===== config.mk =====
export PLATFORM = sky130hd
export DESIGN_NAME = clk_div_multi
export DESIGN_NICKNAME = d
export VERILOG_FILES = /design/src/rtl/clk_div_multi.sv
export SDC_FILE = /design/constraint.sdc
export NUM_CORES = 1
export LEC_CHECK = 0
export ABC_AREA = 1
export CORE_MARGIN = 1.5
export CORE_UTILIZATION = 62
export CTS_CLUSTER_DIAMETER = 120
export DETAILED_ROUTE_END_ITERATION = 8
export PLACE_DENSITY = 0.84
export SETUP_SLACK_MARGIN = 0.15
export SLEW_MARGIN = 10
export SYNTH_ARGS = -nofsm -noshare
export SYNTH_HDL_FRONTEND = slang
export SYNTH_SLANG_ARGS = --single-unit

===== constraint.sdc =====
create_clock -name clk_ref -period 3.1 [get_ports clk_ref]
set_input_delay 0.31 -clock clk_ref [delete_from_list [all_inputs] [get_ports clk_ref]]
set_output_delay 0.31 -clock clk_ref [all_outputs]
set_load 0.01 [all_outputs]

===== src/rtl/clk_div_multi.sv =====
// ============================================================================
// clk_div_multi
// ----------------------------------------------------------------------------
// Multi-channel integer clock divider. Every channel divides the single
// reference clock by its own runtime ratio R. The waveform has these
// properties:
//   - the period is R reference cycles;
//   - even R gives 50% duty;
//   - odd R gives (R+1)/2 high cycles and the remainder low;
//   - R==1 passes the reference clock straight through (bypass);
//   - R==0 stops the channel with its output held low.
// A new requested ratio only takes effect at a period boundary (wrap or
// sync) or while the channel is idle/bypassed. This keeps the output free
// of runt pulses.
//
// Ports:
//   clk_ref    in   reference clock, the only clock in the block
//   rst        in   synchronous, active-high reset
//   clk_en     in   [N_CH]          per-channel enable; low clears the channel
//   div_ratio  in   [N_CH*DIV_WD]   requested ratios, channel i at
//                                   [i*DIV_WD +: DIV_WD]
//   sync       in   restarts the period of every enabled, running channel
//   clk_out    out  [N_CH]          divided clocks
//   tick       out  [N_CH]          one-cycle strobe at each clk_out rise
//   ratio_ack  out  [N_CH]          one-cycle strobe when the active ratio
//                                   takes on a new value
// ============================================================================
module clk_div_multi #(
    parameter int N_CH   = 4,
    parameter int DIV_WD = 8
) (
    input  logic                   clk_ref,
    input  logic                   rst,
    input  logic [N_CH-1:0]        clk_en,
    input  logic [N_CH*DIV_WD-1:0] div_ratio,
    input  logic                   sync,
    output logic [N_CH-1:0]        clk_out,
    output logic [N_CH-1:0]        tick,
    output logic [N_CH-1:0]        ratio_ack
);

    // One extra bit of headroom so (R+1) and (cnt+1) cannot overflow when
    // R is the largest representable ratio.
    localparam logic [DIV_WD:0]   ONE_WIDE = {{DIV_WD{1'b0}}, 1'b1};
    localparam logic [DIV_WD-1:0] ONE      = {{(DIV_WD-1){1'b0}}, 1'b1};

    for (genvar i = 0; i < N_CH; i++) begin : g_ch

        logic [DIV_WD-1:0] req_ratio;
        logic [DIV_WD-1:0] ratio_q;
        logic [DIV_WD-1:0] cnt_q;
        logic              out_q;
        logic              tick_q;
        logic              ack_q;
        logic              byp_q;

        logic [DIV_WD:0]   high_cnt;
        logic [DIV_WD:0]   cnt_inc;
        logic              at_wrap;
        logic              is_idle;
        logic              req_runs;
        logic              req_changed;

        // Per-channel decode of the request and of the current period
        // position. at_wrap is cnt==R-1, written as cnt+1==R so that it
        // never has to subtract from a small R.
        assign req_ratio   = div_ratio[i*DIV_WD +: DIV_WD];
        assign high_cnt    = ({1'b0, ratio_q} + ONE_WIDE) >> 1;
        assign cnt_inc     = {1'b0, cnt_q} + ONE_WIDE;
        assign at_wrap     = (cnt_inc == {1'b0, ratio_q});
        assign is_idle     = ~|ratio_q[DIV_WD-1:1];
        assign req_runs    = |req_ratio[DIV_WD-1:1];
        assign req_changed = (req_ratio != ratio_q);

        // Channel state update. The branch order encodes priority:
        //   1. reset;
        //   2. disable;
        //   3. idle/bypass reload;
        //   4. sync or wrap, which starts a new period and picks up the
        //      requested ratio;
        //   5. plain counting.
        // The bypass select is kept as its own register so that the clock
        // mux below is driven by a flop and not by decode logic.
        always_ff @(posedge clk_ref) begin
            if (rst) begin
                ratio_q <= '0;
                cnt_q   <= '0;
                out_q   <= 1'b0;
                tick_q  <= 1'b0;
                ack_q   <= 1'b0;
                byp_q   <= 1'b0;
            end else if (!clk_en[i]) begin
                ratio_q <= '0;
                cnt_q   <= '0;
                out_q   <= 1'b0;
                tick_q  <= 1'b0;
                ack_q   <= 1'b0;
                byp_q   <= 1'b0;
            end else if (is_idle) begin
                ratio_q <= req_ratio;
                cnt_q   <= '0;
                out_q   <= req_runs;
                tick_q  <= req_runs;
                ack_q   <= req_changed;
                byp_q   <= (req_ratio == ONE);
            end else if (sync || at_wrap) begin
                ratio_q <= req_ratio;
                cnt_q   <= '0;
                out_q   <= 1'b1;
                tick_q  <= 1'b1;
                ack_q   <= req_changed;
                byp_q   <= (req_ratio == ONE);
            end else begin
                cnt_q   <= cnt_inc[DIV_WD-1:0];
                out_q   <= (cnt_inc < high_cnt);
                tick_q  <= 1'b0;
                ack_q   <= 1'b0;
                byp_q   <= 1'b0;
            end
        end

        // Bypass is the only combinational clock path: the select is a flop
        // output, so it changes only on a reference-clock edge.
        assign clk_out[i]   = byp_q ? clk_ref : out_q;
        assign tick[i]      = tick_q;
        assign ratio_ack[i] = ack_q;

    end

endmodule


==> impl_metrics.prom, run 1 <==
# TYPE chip_impl_metric gauge
chip_impl_metric{name="final_clock_skew",unit="ns"} 0.0122
chip_impl_info{name="critical_path_class",value="clock port to output port"} 1
chip_impl_metric{name="total_routed_wirelength",unit="µm"} 14100
chip_impl_metric{name="place.detailed.hpwl",unit="µm"} 10600
chip_impl_metric{name="worst_skew_pair.late_latency",unit="ns"} 0.46
chip_impl_metric{name="antenna-diode-count",unit=""} 0
chip_impl_metric{name="final_area",unit="µm²"} 6560
chip_impl_metric{name="grt_first_pass_wirelength",unit="µm"} 23800
chip_impl_metric{name="grt_max_degree",unit=""} 20
chip_impl_metric{name="synth_cell_type_count",unit=""} 38
chip_impl_metric{name="worst-endpoint-arrival",unit="ns"} 2.55
chip_impl_metric{name="die_height",unit="µm"} 99.4
chip_impl_metric{name="drt_drc_violations_left",unit=""} 0
chip_impl_metric{name="fp-row-count",unit=""} 34
chip_impl_metric{name="setup_total_negative_slack",unit="ns"} 0
chip_impl_metric{name="die_area",unit="µm²"} 9870
chip_impl_metric{name="syn_area",unit="µm²"} 5760
chip_impl_metric{name="first_pass_iters",unit=""} 7
chip_impl_metric{name="postCtsSetupBuffers",unit=""} 0
chip_impl_info{name="ys.flop_type",value="sky130_fd_sc_hd__dfxtp_1"} 1
chip_impl_metric{name="pin_count",unit=""} 51
chip_impl_metric{name="layout-area-overhead-vs-synth",unit="%"} 13.9
chip_impl_metric{name="detailed_place.area",unit="µm²"} 6280
chip_impl_metric{name="ys_seq_area_frac",unit=""} 0.278
chip_impl_metric{name="worst_slew_pin_slew",unit="ns"} 0.691
chip_impl_metric{name="wire_per_inst",unit="µm"} 13.7
chip_impl_metric{name="report.final.slew_viol_count",unit=""} 0
chip_impl_info{name="worstHoldPathType",value="input port to flip-flop"} 1
chip_impl_metric{name="vias",unit=""} 5850
chip_impl_metric{name="post_synth_inst_count",unit=""} 870
chip_impl_info{name="outcome",value="finished, final reports clean"} 1
chip_impl_info{name="setup_repair_after_global_routing_missed_its_margin",value="false"} 1
chip_impl_metric{name="irDropWorstVdd",unit="µV"} 372
chip_impl_metric{name="post_route_cells_drive_above_1_share",unit=""} 0.0892
chip_impl_info{name="crit_chain",value="clkbuf_8 > clkbuf_8 > mux2_2 > clkdlybuf4s50_1"} 1
chip_impl_metric{name="cts_hold_buf",unit=""} 0
chip_impl_info{name="worst_setup_path_start_kind",value="clock port"} 1
chip_impl_metric{name="die_width",unit="µm"} 99.4
chip_impl_info{name="crit_path_frequent_cell",value="sky130_fd_sc_hd__clkbuf_8"} 1
chip_impl_metric{name="via_count_of_the_first_global_routing_pass",unit=""} 5616
chip_impl_metric{name="initial_antenna_violation_count",unit=""} 0
chip_impl_metric{name="total_grt_usage",unit=""} 0.293
chip_impl_metric{name="power.density_cell_area",unit="nW/µm²"} 399
chip_impl_metric{name="clkTransAtPathRegs",unit="ns"} 0.09
chip_impl_info{name="cp_slowest_cell",value="sky130_fd_sc_hd__clkdlybuf4s50_1"} 1
chip_impl_info{name="synth_common_cells",value="238 x sky130_fd_sc_hd__nand2_1, 107 x sky130_fd_sc_hd__inv_1, 91 x sky130_fd_sc_hd__nand3_1"} 1
chip_impl_metric{name="postSynthNetCount",unit=""} 941
chip_impl_metric{name="final_nets",unit=""} 986
chip_impl_metric{name="leakage_power_figure",unit="nW"} 2.91
chip_impl_metric{name="fp.coreArea",unit="µm²"} 8850
chip_impl_metric{name="setup_viol_count_final",unit=""} 0
chip_impl_info{name="netlist_top_cells_area",value="sky130_fd_sc_hd__dfxtp_1 28%, sky130_fd_sc_hd__nand2_1 16%, sky130_fd_sc_hd__nand3_1 7.9%"} 1
chip_impl_info{name="post-synth-top-count-cell",value="sky130_fd_sc_hd__nand2_1"} 1
chip_impl_metric{name="start_util",unit=""} 0.651
chip_impl_info{name="critPathCaptureType",value="output port"} 1
chip_impl_metric{name="required_time_of_the_critical_path",unit="ns"} 2.79
chip_impl_metric{name="buffer_ports.inserted",unit=""} 50
chip_impl_metric{name="postRouteAntennaNets",unit=""} 0
chip_impl_info{name="synth_top_cell_by_area",value="sky130_fd_sc_hd__dfxtp_1"} 1
chip_impl_info{name="clock_tree_from_tritoncts",value="done"} 1
chip_impl_metric{name="hold_violations",unit=""} 0
chip_impl_metric{name="global_route.overflow_total",unit=""} 0
chip_impl_metric{name="synthArstFlopShare",unit=""} 0
chip_impl_metric{name="synth_edf_count",unit=""} 0
chip_impl_metric{name="worst-path-max-fanout",unit=""} 2
chip_impl_metric{name="yosys.area.top_type_share",unit=""} 0.278
chip_impl_metric{name="route.detailed.vias_per_inst",unit=""} 5.70
chip_impl_metric{name="number_of_violations_reported_at_the_end_of_detailed_routing_iteration_0",unit=""} 328
chip_impl_metric{name="synth.avg_cell_area",unit="µm²"} 6.62
chip_impl_metric{name="fin_hold_ws",unit="ns"} 0.475
chip_impl_metric{name="design_power_total",unit="mW"} 2.61
chip_impl_metric{name="gp_congestion",unit=""} 0.920
chip_impl_metric{name="postSynthRegisterBits",unit=""} 80
chip_impl_metric{name="max_stage_delay",unit="ns"} 0.48
chip_impl_metric{name="timing.max_cap.violations",unit=""} 0
chip_impl_metric{name="cts_resized",unit=""} 0
chip_impl_metric{name="slew_headroom",unit=""} 0.535
chip_impl_metric{name="yosysWarningCount",unit=""} 0
critical path: cells and delay by family:
family / cells / cell delay, ns
buffers and inverters: 3 / 0.74
muxes: 1 / 0.27
flip-flops by register name, indices dropped and copies added, names as in the netlist:
register / cells
g_ch.ack_q: 4
g_ch.byp_q: 4
g_ch.cnt_q: 32
g_ch.out_q: 4
g_ch.ratio_q: 32
g_ch.tick_q: 4
worst paths after layout:
check	startpoint	to	slack (ns)	depth (start not counted)
min	div_ratio[25]	g_ch[3].ratio_q[1]$_SDFFE_PP0P_	0.47	3
min reg2reg	g_ch[1].cnt_q[0]$_SDFF_PP0_	g_ch[1].cnt_q[0]$_SDFF_PP0_	0.51	1
max reg2reg	g_ch[0].ratio_q[0]$_SDFFE_PP0P_	g_ch[0].out_q$_SDFF_PP0_	0.74	12
max	clk_ref	clk_out[3]	0.24	4
routing by layer:
layer / up-vias / share of wire / global-route usage
met5: - / 0 / 0
met4: 0 / 0.024 / 0.148
met3: 35 / 0.053 / 0.0485
met2: 214 / 0.49 / 0.505
met1: 2641 / 0.44 / 0.353
li1: 2960 / - / -
metrics by stage:
stage          utilization  setup WS [ns]  cells
6_report             0.741          0.244   1027
5_1_grt              0.741          0.204   1027
4_1_cts              0.741          0.231   1027
3_5_place_dp         0.710          0.534   1008
3_3_place_gp         0.710          0.534   1008
2_1_floorplan            -          0.965    870
layout by cell type (no fill, tap or decap), types with 2 or more instances in the layout:
cell                              netlist  final
sky130_fd_sc_hd__xnor2_1               10     10
sky130_fd_sc_hd__nand3_4                3      3
sky130_fd_sc_hd__dfxtp_1               80     80
sky130_fd_sc_hd__o211ai_1               2      2
sky130_fd_sc_hd__clkbuf_8               0     14
sky130_fd_sc_hd__nand4_1               63     63
sky130_fd_sc_hd__inv_2                  3      3
sky130_fd_sc_hd__nand3_1               91     91
sky130_fd_sc_hd__clkdlybuf4s50_1        0     50
sky130_fd_sc_hd__clkinv_1               5      5
sky130_fd_sc_hd__nor2_1                68     68
sky130_fd_sc_hd__mux2_2                 4      4
sky130_fd_sc_hd__bufinv_16              0      2
sky130_fd_sc_hd__inv_1                107    107
sky130_fd_sc_hd__nand2_2                6      6
sky130_fd_sc_hd__nor3_1                 4      4
sky130_fd_sc_hd__o21ai_1                2      2
sky130_fd_sc_hd__nand3b_1               4      4
sky130_fd_sc_hd__nand2_4                4      4
sky130_fd_sc_hd__nand3_2                8      8
sky130_fd_sc_hd__nand2_1              238    238
sky130_fd_sc_hd__o21ai_0               19     19
sky130_fd_sc_hd__ha_1                  32     32
sky130_fd_sc_hd__nor2_2                17     17
sky130_fd_sc_hd__a21oi_1               21     21
sky130_fd_sc_hd__nor4_1                15     15
sky130_fd_sc_hd__or2_2                 14     14
sky130_fd_sc_hd__nand4_4                2      2
sky130_fd_sc_hd__xor2_1                20     20
power breakdown:
group	leakage, nW	internal (mW)	switching [mW]
Combinational	2.09	0.179	0.261
Sequential	0.652	1.07	0.0496
Clock	0.170	0.599	0.457
area by class of cell:
class                      count  area [µm²]
sequential                    80        1600
clock inverter                 5        81.3
fill                         714        2290
clock buffer                  18         233
multi-input combinational    655        3610
tap                          108         135
inverter                     115         432
timing repair buffer          46         460
cells by family (layout without fill, tap and decap cells):
| kind of cell | count (synthesis) | count (layout) | share of synthesized area |
|---|---|---|---|
| AOI/OAI and AO/OA | 48 | 48 | 0.0446 |
| xor gates and xnor gates | 31 | 31 | 0.0496 |
| adders and majority gates | 32 | 32 | 0.0695 |
| buffers and inverters | 135 | 184 | 0.0943 |
| DFF | 80 | 80 | 0.278 |
| muxes | 4 | 4 | 0.00782 |
| and+or+nand+nor | 540 | 540 | 0.456 |
Power figures use the tool's default switching activity.
==> run 2, diff against run 1 <==
--- a/config.mk
+++ b/config.mk
@@ -12,6 +12,7 @@
 export DETAILED_ROUTE_END_ITERATION = 8
 export PLACE_DENSITY = 0.84
 export SETUP_SLACK_MARGIN = 0.15
+export SKIP_LAST_GASP = 1
 export SLEW_MARGIN = 10
 export SYNTH_ARGS = -nofsm -noshare
 export SYNTH_HDL_FRONTEND = slang
==> results of run 2 <==
The final DEF is identical to that of run 1; final timing and power are the same.
